## config.mk

```make
export PLATFORM = sky130hd
export DESIGN_NAME = imm_compressor
export DESIGN_NICKNAME = d
export VERILOG_FILES = /design/src/rtl/imm_pkg.sv /design/src/rtl/imm_fit_check.sv /design/src/rtl/imm_compressor.sv
export SDC_FILE = /design/constraint.sdc
export NUM_CORES = 1
export LEC_CHECK = 0
export CAP_MARGIN = 20
export CELL_PAD_IN_SITES_DETAIL_PLACEMENT = 2
export CELL_PAD_IN_SITES_GLOBAL_PLACEMENT = 2
export CORE_MARGIN = 2
export CORE_UTILIZATION = 30
export CTS_CLUSTER_DIAMETER = 50
export DETAILED_ROUTE_END_ITERATION = 8
export PLACE_DENSITY = 0.93
export SYNTH_ARGS = -nofsm -noshare
export SYNTH_HDL_FRONTEND = slang
export SYNTH_SLANG_ARGS = --single-unit
```

## constraint.sdc

```tcl
create_clock -name clk -period 3.3 [get_ports clk]
set_input_delay 0.33 -clock clk [delete_from_list [all_inputs] [get_ports clk]]
set_output_delay 0.33 -clock clk [all_outputs]
set_load 0.05 [all_outputs]
```

## src/rtl/imm_pkg.sv

```systemverilog
// -----------------------------------------------------------------------------
// imm_pkg -- shared definitions for the immediate compressor.
//   IMM_W    : width of the full immediate presented to the compressor
//   FIELD_W  : width of the compressed field
//   SHORT_W  : width of the short (5-bit) immediate formats
//   imm_fmt_e: compressed format selected by ExtOp/ExtPlace
//   decode_fmt(): ExtOp/ExtPlace -> imm_fmt_e
// -----------------------------------------------------------------------------
package imm_pkg;

  localparam int IMM_W   = 16;
  localparam int FIELD_W = 8;
  localparam int SHORT_W = 5;

  typedef enum logic [1:0] {
    IMM5U = 2'd0,  // 5-bit field, zero-extended
    IMM5S = 2'd1,  // 5-bit field, sign-extended
    IMM8U = 2'd2   // 8-bit field, zero-extended
  } imm_fmt_e;

  // ExtPlace selects the 8-bit format and overrides ExtOp.
  function automatic imm_fmt_e decode_fmt(input logic ext_op, input logic ext_place);
    imm_fmt_e fmt;
    if (ext_place == 1'b1) begin
      fmt = IMM8U;
    end else if (ext_op == 1'b1) begin
      fmt = IMM5S;
    end else begin
      fmt = IMM5U;
    end
    return fmt;
  endfunction

endpackage

```

## src/rtl/imm_fit_check.sv

```systemverilog
// -----------------------------------------------------------------------------
// imm_fit_check -- combinational fit test and field extraction.
// Ports:
//   value_i [IMM_W]   : full-width immediate
//   fmt_i             : target compressed format
//   field_o [FIELD_W] : compressed field (produced whether or not it fits)
//   fits_o            : 1 when re-extending field_o reproduces value_i
// -----------------------------------------------------------------------------
module imm_fit_check
  import imm_pkg::*;
(
  input  logic [IMM_W-1:0]   value_i,
  input  imm_fmt_e           fmt_i,
  output logic [FIELD_W-1:0] field_o,
  output logic               fits_o
);

  // Sign-extended 5-bit form: bits [15:4] must be a pure copy of the sign bit.
  logic [IMM_W-SHORT_W:0] sign_span_s;
  assign sign_span_s = value_i[IMM_W-1:SHORT_W-1];

  // Select field and evaluate the fit rule for the requested format.
  always_comb begin
    field_o = {FIELD_W{1'b0}};
    fits_o  = 1'b0;
    case (fmt_i)
      IMM8U: begin
        field_o = value_i[FIELD_W-1:0];
        fits_o  = (value_i[IMM_W-1:FIELD_W] == {(IMM_W-FIELD_W){1'b0}});
      end
      IMM5U: begin
        field_o = {{(FIELD_W-SHORT_W){1'b0}}, value_i[SHORT_W-1:0]};
        fits_o  = (value_i[IMM_W-1:SHORT_W] == {(IMM_W-SHORT_W){1'b0}});
      end
      IMM5S: begin
        field_o = {{(FIELD_W-SHORT_W){1'b0}}, value_i[SHORT_W-1:0]};
        fits_o  = (&sign_span_s) | (~|sign_span_s);
      end
      default: begin
        field_o = {FIELD_W{1'b0}};
        fits_o  = 1'b0;
      end
    endcase
  end

endmodule

```

## src/rtl/imm_compressor.sv

```systemverilog
// -----------------------------------------------------------------------------
// imm_compressor -- two-stage valid/ready pipeline that compresses a 16-bit
// immediate into an 8-bit field (inverse of the datapath immediate extender).
// Ports:
//   clk, reset (async, active-high)
//   in_valid/in_ready, value[16], ExtOp, ExtPlace : request side
//   out_valid/out_ready, field[8], fits           : result side
//   stat_clr, ovf_count[CNT_W]                    : overflow statistics
// Build option: define IMM_COMPRESSOR_STATS_EN to include the overflow
// counter; otherwise ovf_count is tied to zero and stat_clr is ignored.
// -----------------------------------------------------------------------------
module imm_compressor
  import imm_pkg::*;
#(
  parameter int CNT_W = 8
) (
  input  logic               clk,
  input  logic               reset,
  input  logic               in_valid,
  output logic               in_ready,
  input  logic [IMM_W-1:0]   value,
  input  logic               ExtOp,
  input  logic               ExtPlace,
  output logic               out_valid,
  input  logic               out_ready,
  output logic [FIELD_W-1:0] field,
  output logic               fits,
  input  logic               stat_clr,
  output logic [CNT_W-1:0]   ovf_count
);

  logic               s1_valid_q, s1_valid_d;
  logic [IMM_W-1:0]   s1_value_q, s1_value_d;
  imm_fmt_e           s1_fmt_q, s1_fmt_d;
  logic               s2_valid_q, s2_valid_d;
  logic [FIELD_W-1:0] field_q, field_d;
  logic               fits_q, fits_d;

  logic               s2_ready_s;
  logic               s1_adv_s;
  logic               in_xfer_s;
  logic               out_xfer_s;
  logic [FIELD_W-1:0] chk_field_s;
  logic               chk_fits_s;

  // Ready chain uses only registered valids and out_ready.
  assign s2_ready_s = ~s2_valid_q | out_ready;
  assign s1_adv_s   = s1_valid_q & s2_ready_s;
  assign in_ready   = ~s1_valid_q | s1_adv_s;
  assign in_xfer_s  = in_valid & in_ready;
  assign out_xfer_s = s2_valid_q & out_ready;

  imm_fit_check u_fit (
    .value_i (s1_value_q),
    .fmt_i   (s1_fmt_q),
    .field_o (chk_field_s),
    .fits_o  (chk_fits_s)
  );

  // Next-state for both pipeline stages.
  always_comb begin
    s1_valid_d = s1_valid_q;
    s1_value_d = s1_value_q;
    s1_fmt_d   = s1_fmt_q;
    s2_valid_d = s2_valid_q;
    field_d    = field_q;
    fits_d     = fits_q;
    if (in_xfer_s) begin
      s1_valid_d = 1'b1;
      s1_value_d = value;
      s1_fmt_d   = decode_fmt(ExtOp, ExtPlace);
    end else if (s1_adv_s) begin
      s1_valid_d = 1'b0;
    end else begin
      s1_valid_d = s1_valid_q;
    end
    // S2 refills when empty or draining; a bubble from S1 just clears valid.
    if (s2_ready_s) begin
      s2_valid_d = s1_valid_q;
      if (s1_valid_q) begin
        field_d = chk_field_s;
        fits_d  = chk_fits_s;
      end else begin
        field_d = field_q;
        fits_d  = fits_q;
      end
    end else begin
      s2_valid_d = s2_valid_q;
    end
  end

  // Pipeline state registers; reset drops any in-flight request.
  always_ff @(posedge clk or posedge reset) begin
    if (reset) begin
      s1_valid_q <= 1'b0;
      s1_value_q <= {IMM_W{1'b0}};
      s1_fmt_q   <= IMM5U;
      s2_valid_q <= 1'b0;
      field_q    <= {FIELD_W{1'b0}};
      fits_q     <= 1'b0;
    end else begin
      s1_valid_q <= s1_valid_d;
      s1_value_q <= s1_value_d;
      s1_fmt_q   <= s1_fmt_d;
      s2_valid_q <= s2_valid_d;
      field_q    <= field_d;
      fits_q     <= fits_d;
    end
  end

  assign out_valid = s2_valid_q;
  assign field     = field_q;
  assign fits      = fits_q;

`ifdef IMM_COMPRESSOR_STATS_EN
  logic [CNT_W-1:0] ovf_q, ovf_d;

  // Saturating count of non-fitting output transfers; clear wins.
  always_comb begin
    ovf_d = ovf_q;
    if (stat_clr) begin
      ovf_d = {CNT_W{1'b0}};
    end else if (out_xfer_s && !fits_q && !(&ovf_q)) begin
      ovf_d = ovf_q + {{(CNT_W-1){1'b0}}, 1'b1};
    end else begin
      ovf_d = ovf_q;
    end
  end

  // Overflow counter register.
  always_ff @(posedge clk or posedge reset) begin
    if (reset) begin
      ovf_q <= {CNT_W{1'b0}};
    end else begin
      ovf_q <= ovf_d;
    end
  end

  assign ovf_count = ovf_q;
`else
  logic stat_unused_s;
  assign stat_unused_s = stat_clr | out_xfer_s;
  assign ovf_count     = {CNT_W{1'b0}};
`endif

endmodule

```

# Word-level counts from Yosys, hierarchy flattened
# Cells that the tools add are included.
[totals]
reg_bits = 29
in_bits = 23
elab_cells = 30
[op_classes]
n_eq_ne = 2
muxes = 6
bitwise_logic = 7
reduce_logical = 9
[ops]
columns = ["cell", "n"]
rows = [
  ["$pmux 8 s2", 1],
  ["$reduce_and 12->1", 1],
  ["$reduce_or 12->1", 1],
  ["$logic_not 11->1", 1],
  ["$logic_not 8->1", 1],
  ["$mux 1", 3],
  ["$or 1x1->1", 3],
  ["$pmux 1 s3", 1],
  ["$and 1x1->1", 2],
  ["$eq 2x1->1 const B", 1],
  ["$eq 2x2->1 const B", 1],
  ["$logic_not 2->1", 1],
  ["$mux 2", 1],
  ["$not 1->1", 2],
  ["$reduce_and 2->1", 1],
  ["$reduce_bool 2->1", 1],
  ["$reduce_or 2->1", 1],
  ["$logic_not 1->1", 1],
]

# Longest topological paths before layout
# Gate-level depths: netlist (run 1).
[logic_depth]
word_depth = 6
mapped_depth = 5

# Cells and area by module
# Synthesis (run 1) repeated with hierarchy kept, for this count alone.
[unflattened]
cells_unflattened = 94
hier_area_um2 = 1355.0
[modules_own_cells]
columns = ["module", "n_inst", "cells_per_inst", "area_each_um2", "seq_area_each_um2"]
rows = [
  ["imm_compressor", 1, 74, 1228.7, 725.7],
  ["imm_fit_check", 1, 20, 126.4, 0.0],
]

# Worst setup path after synthesis (run 1)
# No wires, ideal clock.
[synth_timing]
path_kind = "reg2reg"
from = "register s2_valid_q (netlist: out_valid)"
to = "register s1_fmt_q[1]"
setup_ns = 0.125
arrival_ns = 1.610
required_ns = 3.175
setup_slack_ns = 1.564
path_stages_with_launch = 5
n_path_buf = 1
path_cell_list = "dfrtp_1 > nand3b_4 > nand2_4 > buf_6 > mux2_4"
[synth_via]
elab_chain_cells = 5
[synth_rtl]
columns = ["element", "line_no", "text"]
rows = [
  ["start, declared", "imm_compressor.sv:35", "logic s2_valid_q, s2_valid_d;"],
  ["start signal, assigned", "imm_compressor.sv:105", "s2_valid_q <= s2_valid_d;"],
  ["$not 1->1", "imm_compressor.sv:47", "assign s2_ready_s = ~s2_valid_q | out_ready;"],
  ["$or 1x1->1", "imm_compressor.sv:47", ""],
  ["$and 1x1->1", "imm_compressor.sv:48", "assign s1_adv_s = s1_valid_q & s2_ready_s;"],
  ["$or 1x1->1", "imm_compressor.sv:49", "assign in_ready = ~s1_valid_q | s1_adv_s;"],
  ["named net in_ready", "imm_compressor.sv:20", "output logic in_ready,"],
  ["$and 1x1->1", "imm_compressor.sv:50", "assign in_xfer_s = in_valid & in_ready;"],
  ["end signal, assigned", "imm_compressor.sv:104", "s1_fmt_q <= s1_fmt_d;"],
  ["end, declared", "imm_compressor.sv:34", "imm_fmt_e s1_fmt_q, s1_fmt_d;"],
]
# The timed path passes the listed nets, and every way through them passes these cells.
# A chain may end at the register's enable or synchronous reset.

# Worst setup path after layout (run 1)
[layout_timing]
from = "input out_ready"
to = "output in_ready"
[layout_via]
elab_chain_cells = 3
[layout_rtl]
columns = ["element", "line_no", "text"]
rows = [
  ["start, declared", "imm_compressor.sv:25", "input logic out_ready,"],
  ["$or 1x1->1", "imm_compressor.sv:47", ""],
  ["$and 1x1->1", "imm_compressor.sv:48", ""],
  ["$or 1x1->1", "imm_compressor.sv:49", ""],
  ["end, declared", "imm_compressor.sv:20", ""],
]
# No other way between the ends.

==> results.md, run 1 <==
* Endpoints failing hold at 0
* Synth warn at 0
* CTS HTree Levels at 2
* Clock tree buffer depth at 2
* Synth top area share at a little under three fifths
* Setup violations, final at 0
* Via count at 918
* Vias in the first global route at 970
* Total congestion overflow at 0
* Initial core utilization at 31.54%
* Total GRT Usage at between 10% and 20%
* First-pass GRT wire length at 4.816 mm
* Critical Path Fanout Max at 3
* DRC viols at 0
* Initial antenna violation count at 0
* Setup total negative slack at 0 ns
* I/O Pins at 42
* Slew HR at 57.83%
* Outcome: finished clean
* N_diodes at 0
* Routed Antenna Nets at 0
* Max Fclk at about 480 MHz
* WP buf/inv at 2
* Share of cells above drive strength 1 at 19.58%
* Average cell area after synthesis at about 12 um^2
* Via/cell ratio at 4.756
* Core box area at 4058 um^2
* Critical path capture point type: output pin
* Area Overhead vs Synth at 35.09%
* DIE AREA at just under 5000 um^2
* Req. time, crit path at roughly 3.0 ns
* Post-layout nets at roughly 170
* CTS clk-pin slew, worst paths at 0.06 ns
* Fillers at about 430
* Drt pass-1 iters at 3
* Slowest-stage cell, CP: clkdlybuf4s50_1
* Site Rows at 23
* Die outline width at 69.32 um
* RSZ-0062 raised after global routing: no
* Post-synth cell types at 20
* Startpoint Class: primary input
* Leading post-synthesis cells by cell area: dfrtp_1 57%, mux2_4 9.4%, mux2_2 7.9%
* Crit path kind: in2out
* Number of max-cap violations at 0
* Post-CTS setup buffers at 0
* CP Depth at 3
* Power Dens Cells at between 600 and 700 nW/um^2
* Tightest Hold Check Type: in2async
* Wire per inst at 16.03 um
* Clock skew at about 0.0045 ns
* I/O Buffers at 32
* Largest net degree at the start of global routing at 30
* Post-CTS sizing at 0
* Sink Count at 29
* Maximum vdd drop at 0.2043 mV
* Pre-CTS setup slack at 1.189 ns
* Crit path largest cell delay at between 0.8 and 0.9 ns
* CTS Buf Count at 5
* Initial DRC Count at 26
* WL final at 3.094 mm
* Reg2Reg Depth at 4
* Post-detailed-placement half-perimeter wirelength at 2.102 mm
* Sequential share of the synthesized area at 56.70%
* Fin crit share at about 64%
* Crit path cell chain: clkdlybuf4s50_1 > nand3b_4 > clkdlybuf4s50_1
* Yosys top cell by area: dfrtp_1
* RD Place Congestion at around 0.76
* Most used cell, CP: clkdlybuf4s50_1
* Post-layout util at 42.61%
* TritonCTS clock tree: built
* Final Worst Setup Slack at 1.195 ns
* Worst skew pair latency at 0.28 ns
* Max Transition Viols Final at 0
* DIE HEIGHT at 69.32 um
* Tmin final at 2.105 ns
* Worst EP arrival at 1.77 ns
* Leakage power at 0.7699 nW
* Mapped Area at 1280 um^2
* Critical path's top delay family: buffers and inverters
* FF+latch count, synth at 29
* Post-cts hold buffer count at 0
* Worst-Margin Slew at 0.6319 ns
* Clock root buffer: clkbuf_8
* Syn Inst Count at 105
-- Yosys cell counts (all sizes together) --
library cell  count
nor4              3
nand2            22
mux2             17
nand2b            4
buf              10
nor3              1
o21ai            11
nand4             2
o2111a            1
inv               1
nor2b             1
nand3b            1
nand3             1
conb              1
dfrtp            29
-- layout make-up --
cell class / instances / area, um^2 / area share [%]
clock buffers: 7 / 96.34 / 5.572
inverters: 1 / 3.754 / 0.2171
repair buffers: 33 / 335.3 / 19.39
multi-input cells: 72 / 500.5 / 28.94
flip-flops and latches: 29 / 725.7 / 41.97
well taps: 50 / 62.56 / 3.618
clock inverters: 1 / 5.005 / 0.2894
-- cells in the final DEF, fill, tap and decap left out, types with 2 or more instances in the layout --
cell type        netlist  routed
dfrtp_1               29      29
mux2_4                 8       8
clkbuf_8               0       7
nand4_1                2       2
conb_1                 1       8
nand2b_1               4       4
o21ai_0               10      10
clkdlybuf4s50_1        0      32
nor4_1                 3       3
mux2_2                 9       9
nand2_1               21      21
-- logic make-up after synthesis --
logic type | synth area share [%]
simple gates | 14.27
flops | 56.70
mux | 17.30
other cells | 0.2930
compound gates | 5.181
buf+inv | 6.256
-- through the flow --
step / hold WS, ns / area [um^2] / std cells / power, mW
2_1_floorplan: 0.4081 / 1306 / 112 / 0.6446
3_3_place_gp: 0.4656 / 1613 / 184 / 0.7229
3_5_place_dp: 0.4736 / 1613 / 184 / 0.7378
5_1_grt: 0.4972 / 1729 / 193 / 1.111
4_1_cts: 0.4974 / 1714 / 192 / 1.061
6_report: 0.4490 / 1729 / 193 / 1.054
-- report_power, final --
part           switching [mW]  internal [mW]  total (mW)
logic                   0.169          0.114       0.282
registers              0.0438          0.411       0.455
clock network           0.129          0.188       0.317
-- routing by layer --
metal | share of wire, % | up-vias | routed length [um] | GRT usage (%)
met5 | 0 | - | 0 | 0
met4 | 1.4 | 0 | 42 | 3.922
met3 | 6.9 | 4 | 212 | 6.250
met2 | 55 | 33 | 1694 | 23.40
met1 | 37 | 464 | 1145 | 13.75
li1 | - | 417 | - | -
-- flip-flops by register name, indices dropped and copies added (netlist names) --
name,count
out_valid,1
s1_valid_q,1
fits,1
s1_value_q,16
field,8
s1_fmt_q,2
-- path summary, 6_finish.rpt --
path                                                   to             startpoint  slack (ns)
min in group clk                     field[3]$_DFFE_PP0P_   field[3]$_DFFE_PP0P_        0.50
max in group asynchronous       s1_value_q[7]$_DFFE_PP0P_                  reset        2.33
worst max register to register       field[4]$_DFFE_PP0P_  out_valid$_DFFE_PP0P_        1.96
worst min-delay path                out_valid$_DFFE_PP0P_                  reset        0.45
worst max-delay path                             in_ready              out_ready        1.20
worst min register to register       field[3]$_DFFE_PP0P_   field[3]$_DFFE_PP0P_        0.50
No activity file was read; power rests on OpenSTA's default activity.
==> run 2, diff against run 1 <==
Settings changed: CORE_UTILIZATION 30 to 28, PLACE_DENSITY 0.93 to 0.88.
Clock period 3.3 ns to 2.1 ns, I/O delays scaled along.
==> run 2 against run 1 <==
Compared with the run above:
- register-to-register slack worse by 1.3 ns
- cell count rose by 1.0%
- first-iteration DRC count is 88% higher
- count of clock-buffer cells in the layout is 1 lower
- critical path type is now reg2out
- critical endpoint is now out_valid
- largest cell class unchanged
- largest power group unchanged
- highest routed layer unchanged
==> results.md, run 2 (same netlist as run 1, synthesis figures left out) <==
* Footprint of the multi-input gates at 500.5 um^2 (unchanged)
* Power Dens Cells at 935.6 nW/um^2 (+54%)
* Die outline width at 71.61 um (+3.3%)
* Core box area at 4384 um^2 (+8.0%)
* Crit path kind: reg2out
* Max FFs per register at 16 (unchanged)
* Max Transition Viols Final at 0 (unchanged)
* Worst EP arrival at 1.51 ns (-0.26 ns)
* Initial DRC Count at 49 (+88%)
* First-pass GRT wire length at 5.140 mm (+6.7%)
* Setup violations, final at 0 (unchanged)
* Critical path capture point type: output pin
* Via count at 901 (-1.9%)
* Tightest Hold Check Type: in2async
* CTS HTree Levels at 2 (unchanged)
* CP startpoint: out_valid$_DFFE_PP0P_
* Clock tree buffer depth at 2 (unchanged)
* Number of max-cap violations at 0 (unchanged)
* TritonCTS clock tree: built
* Max Fclk at 581.2 MHz
* Area Overhead vs Synth at 33.04%
* Fillers at 459 (+7.7%)
* Clock skew at 0.007628 ns (+0.003118 ns)
* Reg area at 725.7 um^2 (unchanged)
* Setup total negative slack at 0 ns (unchanged)
* Wire per inst at 15.36 um (-4.2%)
* Crit path largest cell delay at 0.82 ns (about the same)
* Most frequent cells in the layout: 31 x clkdlybuf4s50_1, 29 x dfrtp_1, 21 x nand2_1, 10 x o21ai_0, 9 x mux2_2
* Total GRT Usage at 13.40% (+0.23 points)
* Sink Count at 29 (unchanged)
* Post-CTS setup buffers at 0 (unchanged)
* Post-CTS sizing at 0 (unchanged)
* Dpl cell area at 1620 um^2 (+0.47%)
* CTS Buf Count at 5 (unchanged)
* Vias in the first global route at 1033 (+6.5%)
* Drt pass-1 iters at 2 (-1)
* Initial core utilization at 29.20% (-2.3 points)
* WP buf/inv at 1 (-1)
* Leakage power at 0.7582 nW (-1.5%)
* DIE HEIGHT at 71.61 um (+3.3%)
* Startpoint Class: flip-flop
* Final Worst Setup Slack at 0.3795 ns (-0.8155 ns)
* Crit path cell chain: clkdlybuf4s50_1
* Post-layout nets at 165 (unchanged)
* Via/cell ratio at 4.621 (-2.9%)
* DIE AREA at 5128 um^2 (+6.7%)
* Pre-CTS setup slack at 0.4577 ns (-0.7314 ns)
* Commonest non-fill, non-tap cell in the layout: clkdlybuf4s50_1
* RD Place Congestion at 0.6859 (-10%)
* DRC viols at 0 (unchanged)
* RSZ-0062 raised after global routing: no
* CTS clk-pin slew, worst paths at 0.07 ns (about the same)
* Total congestion overflow at 0 (unchanged)
* Initial antenna violation count at 0 (unchanged)
* Critical path's top delay family: buffers and inverters
* Slew HR at 63.73% (+5.9 points)
* Post-route cell area at 1703 um^2 (-1.5%)
* Critical Path Fanout Max at 3 (unchanged)
* Site Rows at 24 (+4.3%)
* Endpoints failing hold at 0 (unchanged)
* Slowest-stage cell, CP: clkdlybuf4s50_1
* N_diodes at 0 (unchanged)
* Tmin final at 1.720 ns
* I/O Buffers at 32 (unchanged)
* Worst skew pair latency at 0.28 ns (about the same)
* Req. time, crit path at 1.89 ns (-1.08 ns)
* I/O Pins at 42 (unchanged)
* Share of cells above drive strength 1 at 19.58% (unchanged)
* Fin crit share at 81.93%
* Worst-Margin Slew at 0.5427 ns (-0.08922 ns)
* Outcome: finished clean
* Routed Antenna Nets at 0 (unchanged)
* Post-detailed-placement half-perimeter wirelength at 2.114 mm (+0.57%)
* Post-cts hold buffer count at 0 (unchanged)
* Maximum vdd drop at 0.2109 mV (+3.2%)
* Largest net degree at the start of global routing at 30 (unchanged)
* Clock root buffer: clkbuf_8
* Largest Register: s1_value_q
* Worst reg2reg path startpoint: s1_value_q[8]$_DFFE_PP0P_
* WL final at 2.995 mm (-3.2%)
## run 2: cell count changes in the layout (fill, tap and decap cells not counted), sizes merged
cell | previous run | this run
buf | 1 | 2
clkinv | 1 | 2
clkdlybuf4s50 | 32 | 31
clkbuf | 7 | 6
## run 2: final timing paths
check                                             end  cells past startpoint  slack (ns)
setup reg to reg                     fits$_DFFE_PP0P_                      4        0.71
hold / removal                 s1_valid_q$_DFFE_PP0P_                      3        0.30
hold reg to reg                  field[7]$_DFFE_PP0P_                      2        0.50
setup / recovery                            out_valid                      1        0.38
min in group clk                 field[7]$_DFFE_PP0P_                      2        0.50
max in group asynchronous  s1_value_q[14]$_DFFE_PP0P_                      3        1.52
## run 2: layout make-up
type                            instances  share of cell area, %
Sequential cell                        29                  42.62
Multi-Input combinational cell         72                  29.39
Timing Repair Buffer                   33                  19.10
Clock buffer                            6                  4.262
Tap cell                               52                  3.821
Clock inverter                          2                 0.5878
Inverter                                1                 0.2204
## run 2: metal layers
| metal | routed length (um) | share of wire, % | global-route usage (%) | vias to the layer above |
|---|---|---|---|---|
| met5 | 0 | 0 | 0 | - |
| met4 | 64 | 2.1 | 6.918 | 0 |
| met3 | 182 | 6.1 | 3.516 | 8 |
| met2 | 1522 | 51 | 22.74 | 31 |
| met1 | 1225 | 41 | 15.54 | 445 |
| li1 | - | - | - | 417 |
## run 2: through the flow
step / instances / total power, mW / hold slack [ns] / util (%)
after floorplan: 112 / 1.013 / 0.2881 / -
after global placement: 187 / 1.138 / 0.4621 / 36.96
after detailed placement: 187 / 1.162 / 0.4742 / 36.96
after CTS: 195 / 1.615 / 0.3176 / 38.84
after global routing: 195 / 1.675 / 0.3466 / 38.84
final: 195 / 1.593 / 0.2999 / 38.84
## run 2: power by group
group / leakage [nW] / internal [mW] / switching (mW)
Clock: 0.0450 / 0.229 / 0.214
Combinational: 0.365 / 0.177 / 0.263
Sequential: 0.349 / 0.645 / 0.0659
